$ cat config.mk
export PLATFORM = sky130hd
export DESIGN_NAME = decode_branch_flat
export DESIGN_NICKNAME = d
export VERILOG_FILES = /design/src/rtl/decode_branch_pkg.sv /design/src/rtl/decode_branch_if.sv /design/src/rtl/decode_branch_branch_resolve.sv /design/src/rtl/decode_branch.sv /design/src/flat_wrapper.sv
export SDC_FILE = /design/constraint.sdc
export NUM_CORES = 1
export LEC_CHECK = 0
export BUFFER_PORTS_ARGS = -buffer_cell sky130_fd_sc_hd__buf_2
export CAP_MARGIN = 10
export CORE_MARGIN = 5
export CORE_UTILIZATION = 55
export CTS_BUF_LIST = sky130_fd_sc_hd__clkbuf_8 sky130_fd_sc_hd__clkbuf_16
export CTS_CLUSTER_DIAMETER = 200
export CTS_CLUSTER_SIZE = 14
export DETAILED_ROUTE_END_ITERATION = 6
export PLACE_DENSITY = 0.84
export SLEW_MARGIN = 15
export SYNTH_ARGS = -nofsm -noshare
export SYNTH_HDL_FRONTEND = slang
export SYNTH_HIERARCHICAL = 1
export SYNTH_SLANG_ARGS = --single-unit
export TNS_END_PERCENT = 10
$ cat constraint.sdc
create_clock -name clk -period 2.5 [get_ports clk]
set_input_delay 0.25 -clock clk [delete_from_list [all_inputs] [get_ports clk]]
set_output_delay 0.25 -clock clk [all_outputs]
set_load 0.05 [all_outputs]
$ cat src/rtl/decode_branch_pkg.sv
// Shared definitions for the decode/branch stage: widths, opcode values,
// instruction field positions, FSM state encoding and small decode helpers.
package decode_branch_pkg;

    localparam int ADDR_W = 8;
    localparam int INST_W = 16;

    // Instruction field positions: [15:12] op, [11:8] rd, [7:4] rs, [7:0] imm8
    localparam int OP_MSB  = 15;
    localparam int OP_LSB  = 12;
    localparam int RD_MSB  = 11;
    localparam int RD_LSB  = 8;
    localparam int RS_MSB  = 7;
    localparam int RS_LSB  = 4;
    localparam int IMM_MSB = 7;
    localparam int IMM_LSB = 0;

    localparam logic [3:0] OP_NOP  = 4'h0;
    localparam logic [3:0] OP_ADD  = 4'h1;
    localparam logic [3:0] OP_SUB  = 4'h2;
    localparam logic [3:0] OP_AND  = 4'h3;
    localparam logic [3:0] OP_OR   = 4'h4;
    localparam logic [3:0] OP_LDI  = 4'h5;
    localparam logic [3:0] OP_LD   = 4'h6;
    localparam logic [3:0] OP_ST   = 4'h7;
    localparam logic [3:0] OP_JMP  = 4'h8;
    localparam logic [3:0] OP_BZ   = 4'h9;
    localparam logic [3:0] OP_BNZ  = 4'hA;
    localparam logic [3:0] OP_CALL = 4'hB;
    localparam logic [3:0] OP_RET  = 4'hC;
    localparam logic [3:0] OP_HLT  = 4'hF;

    typedef enum logic [1:0] {
        ST_RUN   = 2'd0,
        ST_FLUSH = 2'd1,
        ST_HALT  = 2'd2
    } state_e;

    // D and E are the only unassigned opcodes.
    function automatic logic op_is_legal(input logic [3:0] op);
        return !(op == 4'hD || op == 4'hE);
    endfunction

    // Ops that write a destination register in execute.
    function automatic logic op_writes_reg(input logic [3:0] op);
        return (op == OP_ADD) || (op == OP_SUB) || (op == OP_AND) ||
               (op == OP_OR)  || (op == OP_LDI) || (op == OP_LD);
    endfunction

endpackage

$ cat src/rtl/decode_branch_if.sv
// Fetch/execute side bus of the decode stage.
//   master : fetch/execute side (drives bjinst, nxtadrsr, zf_in, zf_we)
//   slave  : decode stage (drives PCd, bj and the registered execute fields)
// There is no valid/ready handshake: an instruction is presented every
// cycle (16'h0000 = NOP/squash), and bj is a one-cycle-registered redirect
// request that fetch must obey on the cycle it sees it.
interface decode_branch_if;
    import decode_branch_pkg::*;

    logic [INST_W-1:0] bjinst;
    logic [ADDR_W-1:0] nxtadrsr;
    logic              zf_in;
    logic              zf_we;
    logic [ADDR_W-1:0] PCd;
    logic              bj;
    logic [3:0]        ex_op;
    logic [3:0]        ex_rd;
    logic [3:0]        ex_rs;
    logic [7:0]        ex_imm;
    logic              ex_we;
    logic              halted;
    logic              illegal;

    modport master (
        output bjinst, nxtadrsr, zf_in, zf_we,
        input  PCd, bj, ex_op, ex_rd, ex_rs, ex_imm, ex_we, halted, illegal
    );

    modport slave (
        input  bjinst, nxtadrsr, zf_in, zf_we,
        output PCd, bj, ex_op, ex_rd, ex_rs, ex_imm, ex_we, halted, illegal
    );

endinterface

$ cat src/rtl/decode_branch_branch_resolve.sv
// Combinational control-flow resolution for one decoded instruction.
// Ports:
//   op_i, imm8_i, nxtadr_i      opcode, 8-bit immediate, address of instruction
//   zf_eff_i                    zero flag after same-cycle forwarding
//   ret_addr_i, ret_valid_i     single-entry return register
//   redirect_o, target_o        redirect request and its target
//   halt_o                      instruction is HLT
//   ret_push_o, ret_addr_new_o  CALL: load return register with nxtadr+1
//   ret_pop_o                   RET with a valid return address
//   ret_err_o                   RET while the return register is empty
module branch_resolve
    import decode_branch_pkg::*;
#(
    parameter logic [ADDR_W-1:0] RESET_PC = '0
) (
    input  logic [3:0]        op_i,
    input  logic [ADDR_W-1:0] imm8_i,
    input  logic [ADDR_W-1:0] nxtadr_i,
    input  logic              zf_eff_i,
    input  logic [ADDR_W-1:0] ret_addr_i,
    input  logic              ret_valid_i,
    output logic              redirect_o,
    output logic [ADDR_W-1:0] target_o,
    output logic              halt_o,
    output logic              ret_push_o,
    output logic [ADDR_W-1:0] ret_addr_new_o,
    output logic              ret_pop_o,
    output logic              ret_err_o
);

    always_comb begin
        redirect_o     = 1'b0;
        target_o       = nxtadr_i;
        halt_o         = 1'b0;
        ret_push_o     = 1'b0;
        ret_pop_o      = 1'b0;
        ret_err_o      = 1'b0;
        // Natural 8-bit wrap: a CALL at 0xFF returns to 0x00.
        ret_addr_new_o = nxtadr_i + {{(ADDR_W-1){1'b0}}, 1'b1};

        case (op_i)
            OP_JMP: begin
                redirect_o = 1'b1;
                target_o   = imm8_i;
            end
            OP_BZ: begin
                redirect_o = zf_eff_i;
                target_o   = imm8_i;
            end
            OP_BNZ: begin
                redirect_o = !zf_eff_i;
                target_o   = imm8_i;
            end
            OP_CALL: begin
                redirect_o = 1'b1;
                target_o   = imm8_i;
                ret_push_o = 1'b1;
            end
            OP_RET: begin
                redirect_o = 1'b1;
                if (ret_valid_i) begin
                    target_o  = ret_addr_i;
                    ret_pop_o = 1'b1;
                end else begin
                    target_o  = RESET_PC;
                    ret_err_o = 1'b1;
                end
            end
            OP_HLT: begin
                // Park fetch on the HLT instruction itself.
                redirect_o = 1'b1;
                target_o   = nxtadr_i;
                halt_o     = 1'b1;
            end
            default: ;
        endcase
    end

endmodule

$ cat src/rtl/decode_branch.sv
// Decode stage paired with fetch. Decodes the instruction on bus.bjinst into
// registered execute fields and resolves control flow into a registered
// redirect (bus.bj / bus.PCd). Every output is registered, so there is no
// combinational path from bjinst to bj/PCd.
// Ports:
//   clk          rising-edge clock
//   rst          synchronous active-high reset
//   bus          decode_branch_if.slave: bjinst, nxtadrsr, zf_in, zf_we in;
//                PCd, bj, ex_op/rd/rs/imm/we, halted, illegal out
//   dbg_state_o  current FSM state
module decode_branch
    import decode_branch_pkg::*;
#(
    parameter logic [ADDR_W-1:0] RESET_PC = 8'h00
) (
    input  logic           clk,
    input  logic           rst,
    decode_branch_if.slave bus,
    output state_e         dbg_state_o
);

    state_e            state_q, state_d;
    logic [ADDR_W-1:0] pcd_q, pcd_d;
    logic              bj_q, bj_d;
    logic [3:0]        ex_op_q, ex_op_d;
    logic [3:0]        ex_rd_q, ex_rd_d;
    logic [3:0]        ex_rs_q, ex_rs_d;
    logic [7:0]        ex_imm_q, ex_imm_d;
    logic              ex_we_q, ex_we_d;
    logic              halted_q, halted_d;
    logic              illegal_q, illegal_d;
    logic              zf_q, zf_d;
    logic [ADDR_W-1:0] ret_addr_q, ret_addr_d;
    logic              ret_valid_q, ret_valid_d;

    logic [3:0]        op;
    logic              zf_eff;
    logic              br_redirect;
    logic [ADDR_W-1:0] br_target;
    logic              br_halt;
    logic              br_push;
    logic [ADDR_W-1:0] br_ret_new;
    logic              br_pop;
    logic              br_err;

    assign op = bus.bjinst[OP_MSB:OP_LSB];
    // A flag written by execute this cycle is forwarded to the branch.
    assign zf_eff = bus.zf_we ? bus.zf_in : zf_q;

    branch_resolve #(
        .RESET_PC (RESET_PC)
    ) u_branch_resolve (
        .op_i           (op),
        .imm8_i         (bus.bjinst[IMM_MSB:IMM_LSB]),
        .nxtadr_i       (bus.nxtadrsr),
        .zf_eff_i       (zf_eff),
        .ret_addr_i     (ret_addr_q),
        .ret_valid_i    (ret_valid_q),
        .redirect_o     (br_redirect),
        .target_o       (br_target),
        .halt_o         (br_halt),
        .ret_push_o     (br_push),
        .ret_addr_new_o (br_ret_new),
        .ret_pop_o      (br_pop),
        .ret_err_o      (br_err)
    );

    always_ff @(posedge clk) begin
        if (rst) begin
            state_q <= ST_RUN;
        end else begin
            state_q <= state_d;
        end
    end

    always_comb begin
        state_d     = state_q;
        pcd_d       = pcd_q;
        bj_d        = 1'b0;
        ex_op_d     = 4'h0;
        ex_rd_d     = 4'h0;
        ex_rs_d     = 4'h0;
        ex_imm_d    = 8'h00;
        ex_we_d     = 1'b0;
        halted_d    = halted_q;
        illegal_d   = 1'b0;
        ret_addr_d  = ret_addr_q;
        ret_valid_d = ret_valid_q;
        // The flag tracks execute in every state, including FLUSH and HALT.
        zf_d        = zf_eff;

        case (state_q)
            ST_RUN: begin
                if (op_is_legal(op)) begin
                    ex_op_d  = op;
                    ex_rd_d  = bus.bjinst[RD_MSB:RD_LSB];
                    ex_rs_d  = bus.bjinst[RS_MSB:RS_LSB];
                    ex_imm_d = bus.bjinst[IMM_MSB:IMM_LSB];
                    ex_we_d  = op_writes_reg(op);
                end else begin
                    illegal_d = 1'b1;
                end

                if (br_redirect) begin
                    bj_d    = 1'b1;
                    pcd_d   = br_target;
                    state_d = br_halt ? ST_HALT : ST_FLUSH;
                end
                if (br_halt) begin
                    halted_d = 1'b1;
                end
                if (br_push) begin
                    ret_addr_d  = br_ret_new;
                    ret_valid_d = 1'b1;
                end
                if (br_pop) begin
                    ret_valid_d = 1'b0;
                end
                if (br_err) begin
                    illegal_d = 1'b1;
                end
            end
            ST_FLUSH: begin
                // Instruction on bjinst is the wrong-path one fetched before
                // the redirect took effect; drop it.
                state_d = ST_RUN;
            end
            ST_HALT: begin
                bj_d     = 1'b1;
                halted_d = 1'b1;
            end
            default: begin
                state_d = ST_RUN;
            end
        endcase
    end

    always_ff @(posedge clk) begin
        if (rst) begin
            pcd_q       <= '0;
            bj_q        <= 1'b0;
            ex_op_q     <= 4'h0;
            ex_rd_q     <= 4'h0;
            ex_rs_q     <= 4'h0;
            ex_imm_q    <= 8'h00;
            ex_we_q     <= 1'b0;
            halted_q    <= 1'b0;
            illegal_q   <= 1'b0;
            zf_q        <= 1'b0;
            ret_addr_q  <= '0;
            ret_valid_q <= 1'b0;
        end else begin
            pcd_q       <= pcd_d;
            bj_q        <= bj_d;
            ex_op_q     <= ex_op_d;
            ex_rd_q     <= ex_rd_d;
            ex_rs_q     <= ex_rs_d;
            ex_imm_q    <= ex_imm_d;
            ex_we_q     <= ex_we_d;
            halted_q    <= halted_d;
            illegal_q   <= illegal_d;
            zf_q        <= zf_d;
            ret_addr_q  <= ret_addr_d;
            ret_valid_q <= ret_valid_d;
        end
    end

    assign bus.PCd      = pcd_q;
    assign bus.bj       = bj_q;
    assign bus.ex_op    = ex_op_q;
    assign bus.ex_rd    = ex_rd_q;
    assign bus.ex_rs    = ex_rs_q;
    assign bus.ex_imm   = ex_imm_q;
    assign bus.ex_we    = ex_we_q;
    assign bus.halted   = halted_q;
    assign bus.illegal  = illegal_q;
    assign dbg_state_o  = state_q;

endmodule

$ cat src/flat_wrapper.sv
// flat-port wrapper written by rule: the top's interface ports become plain ports
module decode_branch_flat import decode_branch_pkg::*;
#(
    parameter logic [ADDR_W-1:0] RESET_PC = 8'h00
)
  (clk, rst, dbg_state_o, bus_bjinst, bus_nxtadrsr, bus_zf_in, bus_zf_we, bus_PCd, bus_bj, bus_ex_op, bus_ex_rd, bus_ex_rs, bus_ex_imm, bus_ex_we, bus_halted, bus_illegal);
  decode_branch_if bus_i ();
  input  logic clk;
  input  logic rst;
  output state_e dbg_state_o;
  input wire logic [$bits(bus_i.bjinst)-1:0] bus_bjinst;
  input wire logic [$bits(bus_i.nxtadrsr)-1:0] bus_nxtadrsr;
  input wire logic [$bits(bus_i.zf_in)-1:0] bus_zf_in;
  input wire logic [$bits(bus_i.zf_we)-1:0] bus_zf_we;
  output wire logic [$bits(bus_i.PCd)-1:0] bus_PCd;
  output wire logic [$bits(bus_i.bj)-1:0] bus_bj;
  output wire logic [$bits(bus_i.ex_op)-1:0] bus_ex_op;
  output wire logic [$bits(bus_i.ex_rd)-1:0] bus_ex_rd;
  output wire logic [$bits(bus_i.ex_rs)-1:0] bus_ex_rs;
  output wire logic [$bits(bus_i.ex_imm)-1:0] bus_ex_imm;
  output wire logic [$bits(bus_i.ex_we)-1:0] bus_ex_we;
  output wire logic [$bits(bus_i.halted)-1:0] bus_halted;
  output wire logic [$bits(bus_i.illegal)-1:0] bus_illegal;
  assign bus_i.bjinst = bus_bjinst;
  assign bus_i.nxtadrsr = bus_nxtadrsr;
  assign bus_i.zf_in = bus_zf_in;
  assign bus_i.zf_we = bus_zf_we;
  assign bus_PCd = bus_i.PCd;
  assign bus_bj = bus_i.bj;
  assign bus_ex_op = bus_i.ex_op;
  assign bus_ex_rd = bus_i.ex_rd;
  assign bus_ex_rs = bus_i.ex_rs;
  assign bus_ex_imm = bus_i.ex_imm;
  assign bus_ex_we = bus_i.ex_we;
  assign bus_halted = bus_i.halted;
  assign bus_illegal = bus_i.illegal;
  decode_branch #(.RESET_PC(RESET_PC)) u_core (.clk(clk), .rst(rst), .bus(bus_i), .dbg_state_o(dbg_state_o));
endmodule
# Word-level counts from Yosys, hierarchy flattened
# Cells that the tools add are included.
# word_totals
input_bits	28
wordCells	73
regBits	44
output_inout_bits	34
# classes
n_mux	21
n_bitwise	2
n_eq_ne	17
reduce_logical	19
add_sub_neg	1
# op_table
cell	n
4-bit == test, second input constant	8
8-bit one-hot mux with 2 select lines	1
1-bit two-way mux	13
4-bit by 3-bit == test with 1-bit output, second input constant	3
2-bit AND reduction	5
8-bit by 1-bit adder with 8-bit output, second input constant	1
4-bit by 2-bit == test with 1-bit output, second input constant	2
8-bit two-way mux	1
4-bit OR reduction	2
1-bit logical OR	6
4-bit by 1-bit == test with 1-bit output, second input constant	1
2-bit two-way mux	2
2-bit by 1-bit != test with 1-bit output, second input constant	2
1-bit one-hot mux with 2 select lines	2
2-bit one-hot mux with 2 select lines	1
2-bit nonzero test	2
1-bit one-hot mux with 3 select lines	1
3-bit OR reduction	1
2-bit == test, second input constant	1
2-bit zero test	1
1-bit inverter	2
2-bit OR reduction	1
1-bit zero test	1

# Depth between registers and ports, before layout
# Gate-level depths: netlist (run 1).
# depth
word_depth	6
depth_mapped	6
depth_no_buf	5

# By module
# Netlist (run 1), hierarchy kept.
# modules_own_cells
mod	area_per_inst_um2	seq_area_each_um2	n_inst	cells_each
decode_branch	1666.6	800.8	1	159
branch_resolve	339.1	0.0	1	45

# Worst setup path after synthesis (run 1)
# No wires, ideal clock.
# synth_timing
kind	input to register
start	input bus_zf_we
end	register u_core.pcd_q[0], in the netlist u_core/bus.PCd[0]
arrival_time_ns	1.454
n_path_buf	1
t_required_ns	2.376
path_slack_ns	0.922
setup_ns	0.124
stages	6
cell_sequence	mux2_2 -> nor2b_1 -> o311a_1 -> nor3b_1 -> buf_2 -> mux2i_1
# synth_between
elab_chain_cells	4
# synth_rtl
element	line_no	source
start: declaration	flat_wrapper.sv:14	input wire logic [$bits(bus_i.zf_we)-1:0] bus_zf_we;
1-bit two-way mux (*)	decode_branch.sv:48	assign zf_eff = bus.zf_we ? bus.zf_in : zf_q;
1-bit zero test	decode_branch_branch_resolve.sv:51	redirect_o = !zf_eff_i;
1-bit one-hot mux with 3 select lines (*)	decode_branch_branch_resolve.sv:41	case (op_i)
net u_core.br_redirect	decode_branch.sv:38	logic br_redirect;
2-bit AND reduction (no line) (*)	n/a	
end signal: assignment	decode_branch.sv:153	pcd_q <= pcd_d;
end: declaration	decode_branch.sv:23	logic [ADDR_W-1:0] pcd_q, pcd_d;
# The timed path passes the listed nets; every way through them passes the cells marked *.
# A chain may end at the register's enable or synchronous reset.

# Worst setup path after layout (run 1)
# layout_timing
start	register u_core.zf_q
end	register u_core.pcd_q[2], in the netlist u_core/bus.PCd[2]
# layout_between
elab_chain_cells	4
# layout_rtl
element	line_no	source
start: declaration	decode_branch.sv:32	logic zf_q, zf_d;
start signal: assignment	decode_branch.sv:162	zf_q <= zf_d;
1-bit two-way mux (*)	decode_branch.sv:48	
net u_core.zf_d	decode_branch.sv:32	
1-bit zero test	decode_branch_branch_resolve.sv:51	
1-bit one-hot mux with 3 select lines (*)	decode_branch_branch_resolve.sv:41	
net u_core.br_redirect	decode_branch.sv:38	
2-bit AND reduction (no line) (*)	n/a	
# Marked as above.

==> out/metrics.csv, run 1 <==
stage,metric,value,unit
status,status,"finished, final reports clean",
layout,nets,289,
floorplanning,core,0.00361,mm²
floorplanning,num_io_pins,62,
placed_design,pre_cts_ws,742,ps
clock_tree,cts_sinks,40,
setup_path,reg2reg_slack,820,ps
synthesis,syn_inst,204,
timing,layout_setup_ws,820,ps
timing,finalCriticalPeriod,1680,ps
drt,drc,0,
clock_tree,cts_tree,yes,
synthesis,async_reset_ff_share,0,%
setup_path,crit_required,2720,ps
clock_tree,path_clk_slew,70,ps
global_routing,antenna_found_initial,0,
flow_run,cap_violations,0,
placed_design,portBuffers,61,
layout,layout_common_cells,"61 x buf_2, 40 x dfxtp_1, 32 x nand2b_1, 24 x inv_1, 17 x mux2i_1",
synthesis,synth-main-ff-cell,dfxtp_1,
pwr,p_leak,1.14,nW
synthesis,syn_nets,233,
clock_tree,post_cts_resized,0,
synthesis,netlist_area,0.00201,mm²
timing,finalSetupViolCount,0,
setup_path,worstPathCellList,mux2_2 -> o211ai_1 -> o311a_1 -> nor3b_1 -> buf_4 -> mux2i_1,
synthesis,yosysUniqueCellTypes,37,
synthesis,avgSynthCellArea,9.83,µm²
drt,wirelength,4.16,mm
timing,worst_slew_pin_slew,710,ps
setup_path,end_kind,flip-flop,
placed_design,hpwl,3.04,mm
layout,n_antenna_cell,0,
timing,rsz0062_at_grt,no,
global_routing,grtUsageTotal,16.9,%
drt,first_iter_violations,61,
floorplanning,die_w,70.4,µm
timing,finalHoldViolCount,0,
synthesis,yosysTopAreaCellShare,39.9,%
synthesis,synth-seq-area-share,39.9,%
hold_path,min_path_type,input pin to flip-flop,
placed_design,dpl.cell_count,301,
pwr,power_density,612,mW/mm²
drt,drtAntennaViolNets,0,
setup_path,slowest_stage,dfxtp_1,
timing,final_max_slew_viol_count,0,
layout,area_growth,18.2,%
drt,num_vias,1577,
timing,timing.fmax,0.595,GHz
pwr,finalPower,1.45,mW
floorplanning,dieArea,0.00495,mm²
clock_tree,numCtsBuffers,5,
drt,post_drt_wl_per_cell,13.5,µm
drt,via_per_inst,5.10,
floorplanning,rows,22,
layout,utilization,65.7,%
drt,dr.pass1.iters,4,
clock_tree,clkLatencyLatePin,290,ps
setup_path,path_class,flip-flop to flip-flop,
global_routing,grt_max_degree,39,
timing,slew_headroom,52.7,%
layout,drive_gt1_share,33.3,%
synthesis,synth_area_leaders,"dfxtp_1 40%, nand2b_1 10%, mux2i_1 8.5%",
global_routing,grt_pass1_wl,6.80,mm
synthesis,yosys_register_bits,40,
setup_path,arrival,1900,ps
clock_tree,h-tree-depth,2,
setup_path,crit_fanout,8,
clock_tree,cts_buffer_depth,2,
clock_tree,cts-root-buf,clkbuf_8,
timing,fin_crit_sh,67.2,%
timing,tns,0,ps
layout,stdcell_count,309,
layout,fillers,301,
pwr,ir_worst_vdd,283,µV
global_routing,overflow,0,
setup_path,worstSetupStartpointType,flip-flop,
floorplanning,fp.dieH,70.4,µm
synthesis,synth_edf_count,0,
timing,fin_skew,6.18,ps
placed_design,place_congestion,0.782,
clock_tree,hold_buffers,0,
synthesis,yosysTopAreaCell,dfxtp_1,
layout,layout_commonest_cell,buf_2,
global_routing,first_global_vias,1474,
setup_path,cpPeakStageDelay,300,ps
floorplanning,start_util,55.6,%
clock_tree,post_cts_buffers,0,
synthesis,yosysWarnings,6,
power breakdown:
| part | leakage [nW] | switching, mW | internal [mW] |
|---|---|---|---|
| combinational | 0.758 | 0.235 | 0.107 |
| clock | 0.0538 | 0.204 | 0.217 |
| sequential | 0.328 | 0.0146 | 0.672 |
| total | 1.14 | 0.453 | 0.996 |
registers in the layout (all words and copies together), names as in the netlist:
register	flops
u_core/bus.PCd	8
u_core/ret_addr_q	8
u_core/bus.ex_imm	4
u_core/bus.ex_op	4
u_core/bus.ex_rd	4
u_core/bus.ex_rs	4
u_core/dbg_state_o	2
u_core/bus.bj	1
u_core/bus.ex_we	1
u_core/bus.halted	1
u_core/bus.illegal	1
u_core/ret_valid_q	1
u_core/zf_q	1
worst paths after layout:
check,startpoint,to,depth (start not counted)
hold / removal,bus_bjinst[10],u_core/bus.ex_rd[2],3
hold reg to reg,u_core/bus.halted,u_core/bus.halted,2
setup reg to reg,u_core/zf_q,u_core/bus.PCd[2],6
setup / recovery,u_core/zf_q,u_core/bus.PCd[2],6
cell families after synthesis:
group                      Yosys count  share of synthesized area (%)
muxes                               18                           9.05
and+or+nand+nor                     65                           20.5
DFF                                 40                           39.9
buffers and inverters               39                           10.5
AOI/OAI and AO/OA                   34                           16.3
xor gates and xnor gates             7                           3.06
adders and majority gates            1                          0.624
through the flow:
step           area, µm²  hold slack, ps
6_report            2370             179
5_1_grt             2370             196
4_1_cts             2370             174
3_5_place_dp        2280             434
3_3_place_gp        2280             432
2_1_floorplan       2010             335
area by class of cell:
class	instances	area, µm²	share of cell area, %
tap	48	60.1	2.53
sequential	40	801	33.8
timing repair buffer	66	343	14.5
clock buffer	6	82.6	3.48
multi-input combinational	125	993	41.9
inverter	22	82.6	3.48
clock inverter	2	7.51	0.317
worst max-delay path: cells and delay by family (launching register included):
kind | cells | cell delay, ps
flops | 1 | 300
buf+inv | 1 | 230
simple gates | 1 | 200
compound gates | 2 | 390
mux | 2 | 490
synth_stat cells, types with 2 or more instances:
library cell,number
mux2i_1,17
o211a_1,2
nor3_1,3
nor2b_1,3
a211oi_2,10
a211oi_1,6
and2_1,3
xor2_1,2
and3_1,9
buf_4,4
a221o_1,7
clkbuf_1,5
o311a_1,2
nand2b_1,32
buf_6,4
nor2_1,2
buf_2,3
nor3b_1,2
dfxtp_1,40
nand3_1,6
inv_1,22
xnor2_1,5
per-layer routing:
metal / wire length [µm] / GRT usage [%]
met5: 0 / 0
met2: 2060 / 28.1
met3: 227 / 4.03
met4: 57 / 5.11
met1: 1820 / 21.6
No activity file was read; power rests on OpenSTA's default activity.
==> run 2: changes to the inputs <==
Settings changed: ABC_AREA set to 1, CORE_UTILIZATION 55 to 45, PLACE_DENSITY 0.84 to 0.74.
Clock period 2.5 ns to 1.5 ns, I/O delays scaled along.
==> out/metrics.csv, run 2 <==
stage,metric,value,unit,change
timing,tns,0,ps,unchanged
drt,via_per_inst,4.57,,was 5.10
pwr,finalPower,2.60,mW,was 1.45 mW
placed_design,hpwl,3.36,mm,was 3.04 mm
pwr,ir_worst_vdd,478,µV,was 283 µV
timing,finalCriticalPeriod,1330,ps,was 1680 ps
setup_path,worstSetupStartpointType,flip-flop,,unchanged
drt,num_vias,1860,,was 1577
setup_path,cpPeakStageDelay,320,ps,was 300 ps
clock_tree,h-tree-depth,2,,unchanged
clock_tree,post_cts_buffers,0,,unchanged
setup_path,cpMostUsedCell,nand2_1,,
synthesis,netlist_area,0.00196,mm²,was 0.00201 mm²
synthesis,syn_inst,291,,was 204
synthesis,yosysUniqueCellTypes,21,,was 37
layout,area_growth,22.7,%,was 18.2%
pwr,p_leak,1.36,nW,was 1.14 nW
setup_path,worstPathCellList,nand2_1 -> nand2_1 -> inv_1 -> nand2_1 -> nand4_1 -> nand2_1 -> nand2_1 -> nor2_2 -> nor2_1 -> nor2_1,,was mux2_2 -> o211ai_1 -> o311a_1 -> nor3b_1 -> buf_4 -> mux2i_1
clock_tree,hold_buffers,0,,unchanged
setup_path,path_class,flip-flop to flip-flop,,unchanged
global_routing,grtUsageTotal,15.4,%,was 16.9%
synthesis,avgSynthCellArea,6.72,µm²,was 9.83 µm²
clock_tree,cts_tree,yes,,unchanged
timing,finalSetupViolCount,0,,unchanged
flow_run,cap_violations,0,,unchanged
synthesis,yosysTopAreaCellShare,40.9,%,was 39.9%
layout,layout_commonest_cell,nand2_1,,was buf_2
hold_path,min_path_type,input pin to flip-flop,,unchanged
setup_path,end_kind,flip-flop,,unchanged
timing,fin_crit_sh,88.5,%,was 67.2%
global_routing,first_global_vias,1745,,was 1474
setup_path,critPathTopFamily,simple AND/OR/NAND/NOR gates,,was multiplexers
global_routing,overflow,0,,unchanged
setup_path,arrival,1550,ps,was 1900 ps
timing,slew_headroom,78.0,%,was 52.7%
floorplanning,rows,24,,was 22
floorplanning,start_util,45.6,%,was 55.6%
clock_tree,post_cts_resized,0,,unchanged
global_routing,grt_max_degree,19,,was 39
synthesis,synth_edf_count,0,,unchanged
timing,worst_slew_pin_slew,329,ps,was 710 ps
drt,post_drt_wl_per_cell,10.5,µm,was 13.5 µm
pwr,power_density,1080,mW/mm²,was 612 mW/mm²
floorplanning,die_w,75.9,µm,was 70.4 µm
synthesis,synth_most_common_cell,nand2_1,,was dfxtp_1
setup_path,slowest_stage,dfxtp_1,,unchanged
drt,drc,0,,unchanged
synthesis,ys_top_cells_by_count,"70 x nand2_1, 56 x nor2_1, 44 x inv_1",,"was 40 x dfxtp_1, 32 x nand2b_1, 22 x inv_1"
layout,utilization,55.9,%,was 65.7%
timing,rsz0062_at_grt,no,,unchanged
clock_tree,cts_sinks,40,,unchanged
placed_design,portBuffers,61,,unchanged
layout,layout_common_cells,"70 x nand2_1, 61 x buf_2, 56 x nor2_1, 45 x inv_1, 40 x dfxtp_1",,"was 61 x buf_2, 40 x dfxtp_1, 32 x nand2b_1, 24 x inv_1, 17 x mux2i_1"
clock_tree,path_clk_slew,70,ps,about the same
setup_path,crit_buf_inv,1,,unchanged
status,status,"finished, final reports clean",,unchanged
setup_path,crit_required,1720,ps,was 2720 ps
drt,dr.pass1.iters,4,,unchanged
clock_tree,clkLatencyLatePin,290,ps,about the same
drt,drtAntennaViolNets,0,,unchanged
synthesis,yosys_register_bits,40,,unchanged
floorplanning,core,0.00429,mm²,was 0.00361 mm²
timing,timing.fmax,0.753,GHz,was 0.595 GHz
floorplanning,fp.dieH,75.9,µm,was 70.4 µm
drt,wirelength,4.28,mm,was 4.16 mm
synthesis,synth-seq-area-share,40.9,%,was 39.9%
timing,finalHoldViolCount,0,,unchanged
clock_tree,numCtsBuffers,5,,unchanged
timing,fin_skew,5.35,ps,was 6.18 ps
timing,hold-worst-slack,69.8,ps,was 179 ps
synthesis,synth-main-ff-cell,dfxtp_1,,unchanged
global_routing,antenna_found_initial,0,,unchanged
layout,nets,383,,was 289
synthesis,syn_nets,320,,was 233
synthesis,synth_area_leaders,"dfxtp_1 41%, nand2_1 13%, nor2_1 11%",,"was dfxtp_1 40%, nand2b_1 10%, mux2i_1 8.5%"
setup_path,crit_fanout,8,,unchanged
global_routing,grt_pass1_wl,7.47,mm,was 6.80 mm
layout,drive_gt1_share,25.4,%,was 33.3%
timing,final_max_slew_viol_count,0,,unchanged
drt,first_iter_violations,80,,was 61
clock_tree,cts-root-buf,clkbuf_8,,unchanged
floorplanning,num_io_pins,62,,unchanged
placed_design,place_congestion,0.863,,was 0.782
floorplanning,dieArea,0.00577,mm²,was 0.00495 mm²
synthesis,async_reset_ff_share,0,%,unchanged
layout,n_antenna_cell,0,,unchanged
clock_tree,cts_buffer_depth,2,,unchanged
synthesis,yosysTopAreaCell,dfxtp_1,,unchanged
synthesis,yosysWarnings,6,,unchanged
## run 2: cell type report
class,count,area [µm²]
Fill cell,436,1890
Multi-Input combinational cell,194,908
Sequential cell,40,801
Timing Repair Buffer,66,343
Inverter,47,176
Clock buffer,5,68.8
Tap cell,52,65.1
Clock inverter,3,38.8
## run 2: per-layer routing
metal,wire length (µm),GRT usage [%]
met1,1860,17.6
met2,2020,26.4
met3,332,4.86
met4,72,5.87
met5,0,0
## run 2: tightest hold or removal path, stage by stage
cell,delay (ps)
buf_2,90
inv_1,40
nor2_1,30
## run 2: worst paths after layout
| path | start | end | slack (ps) | cells after the start |
|---|---|---|---|---|
| max | u_core/zf_q | u_core/bus.PCd[0] | 170 | 10 |
| min | bus_bjinst[8] | u_core/bus.ex_rd[0] | 70 | 3 |
| max reg2reg | u_core/zf_q | u_core/bus.PCd[0] | 170 | 10 |
| min reg2reg | u_core/bus.halted | u_core/bus.halted | 460 | 2 |
## run 2: power by group
part | switching [mW] | internal [mW] | leakage [nW] | total, mW
clock | 0.347 | 0.486 | 0.0593 | 0.834
combinational | 0.441 | 0.170 | 0.975 | 0.610
sequential | 0.0284 | 1.13 | 0.329 | 1.16
total | 0.816 | 1.79 | 1.36 | 2.60
## run 2: cells by family (layout without fill, tap and decap cells)
family	after synthesis	after routing	share of synthesized area, %
flip-flops	40	40	40.9
buffers and inverters	57	121	12.7
AO/OA/AOI/OAI	6	6	1.53
XOR/XNOR	3	3	1.34
adder cells (fa/ha/maj)	1	1	0.639
AND/OR/NAND/NOR	184	184	42.9
## run 2: metrics by stage
stage | instance area (µm²) | cells | setup slack, ps
final | 2400 | 407 | 172
after global routing | 2400 | 407 | 51.5
after CTS | 2400 | 407 | 151
after detailed placement | 2290 | 399 | 200
after global placement | 2290 | 399 | 251
after floorplan | 1960 | 291 | 124
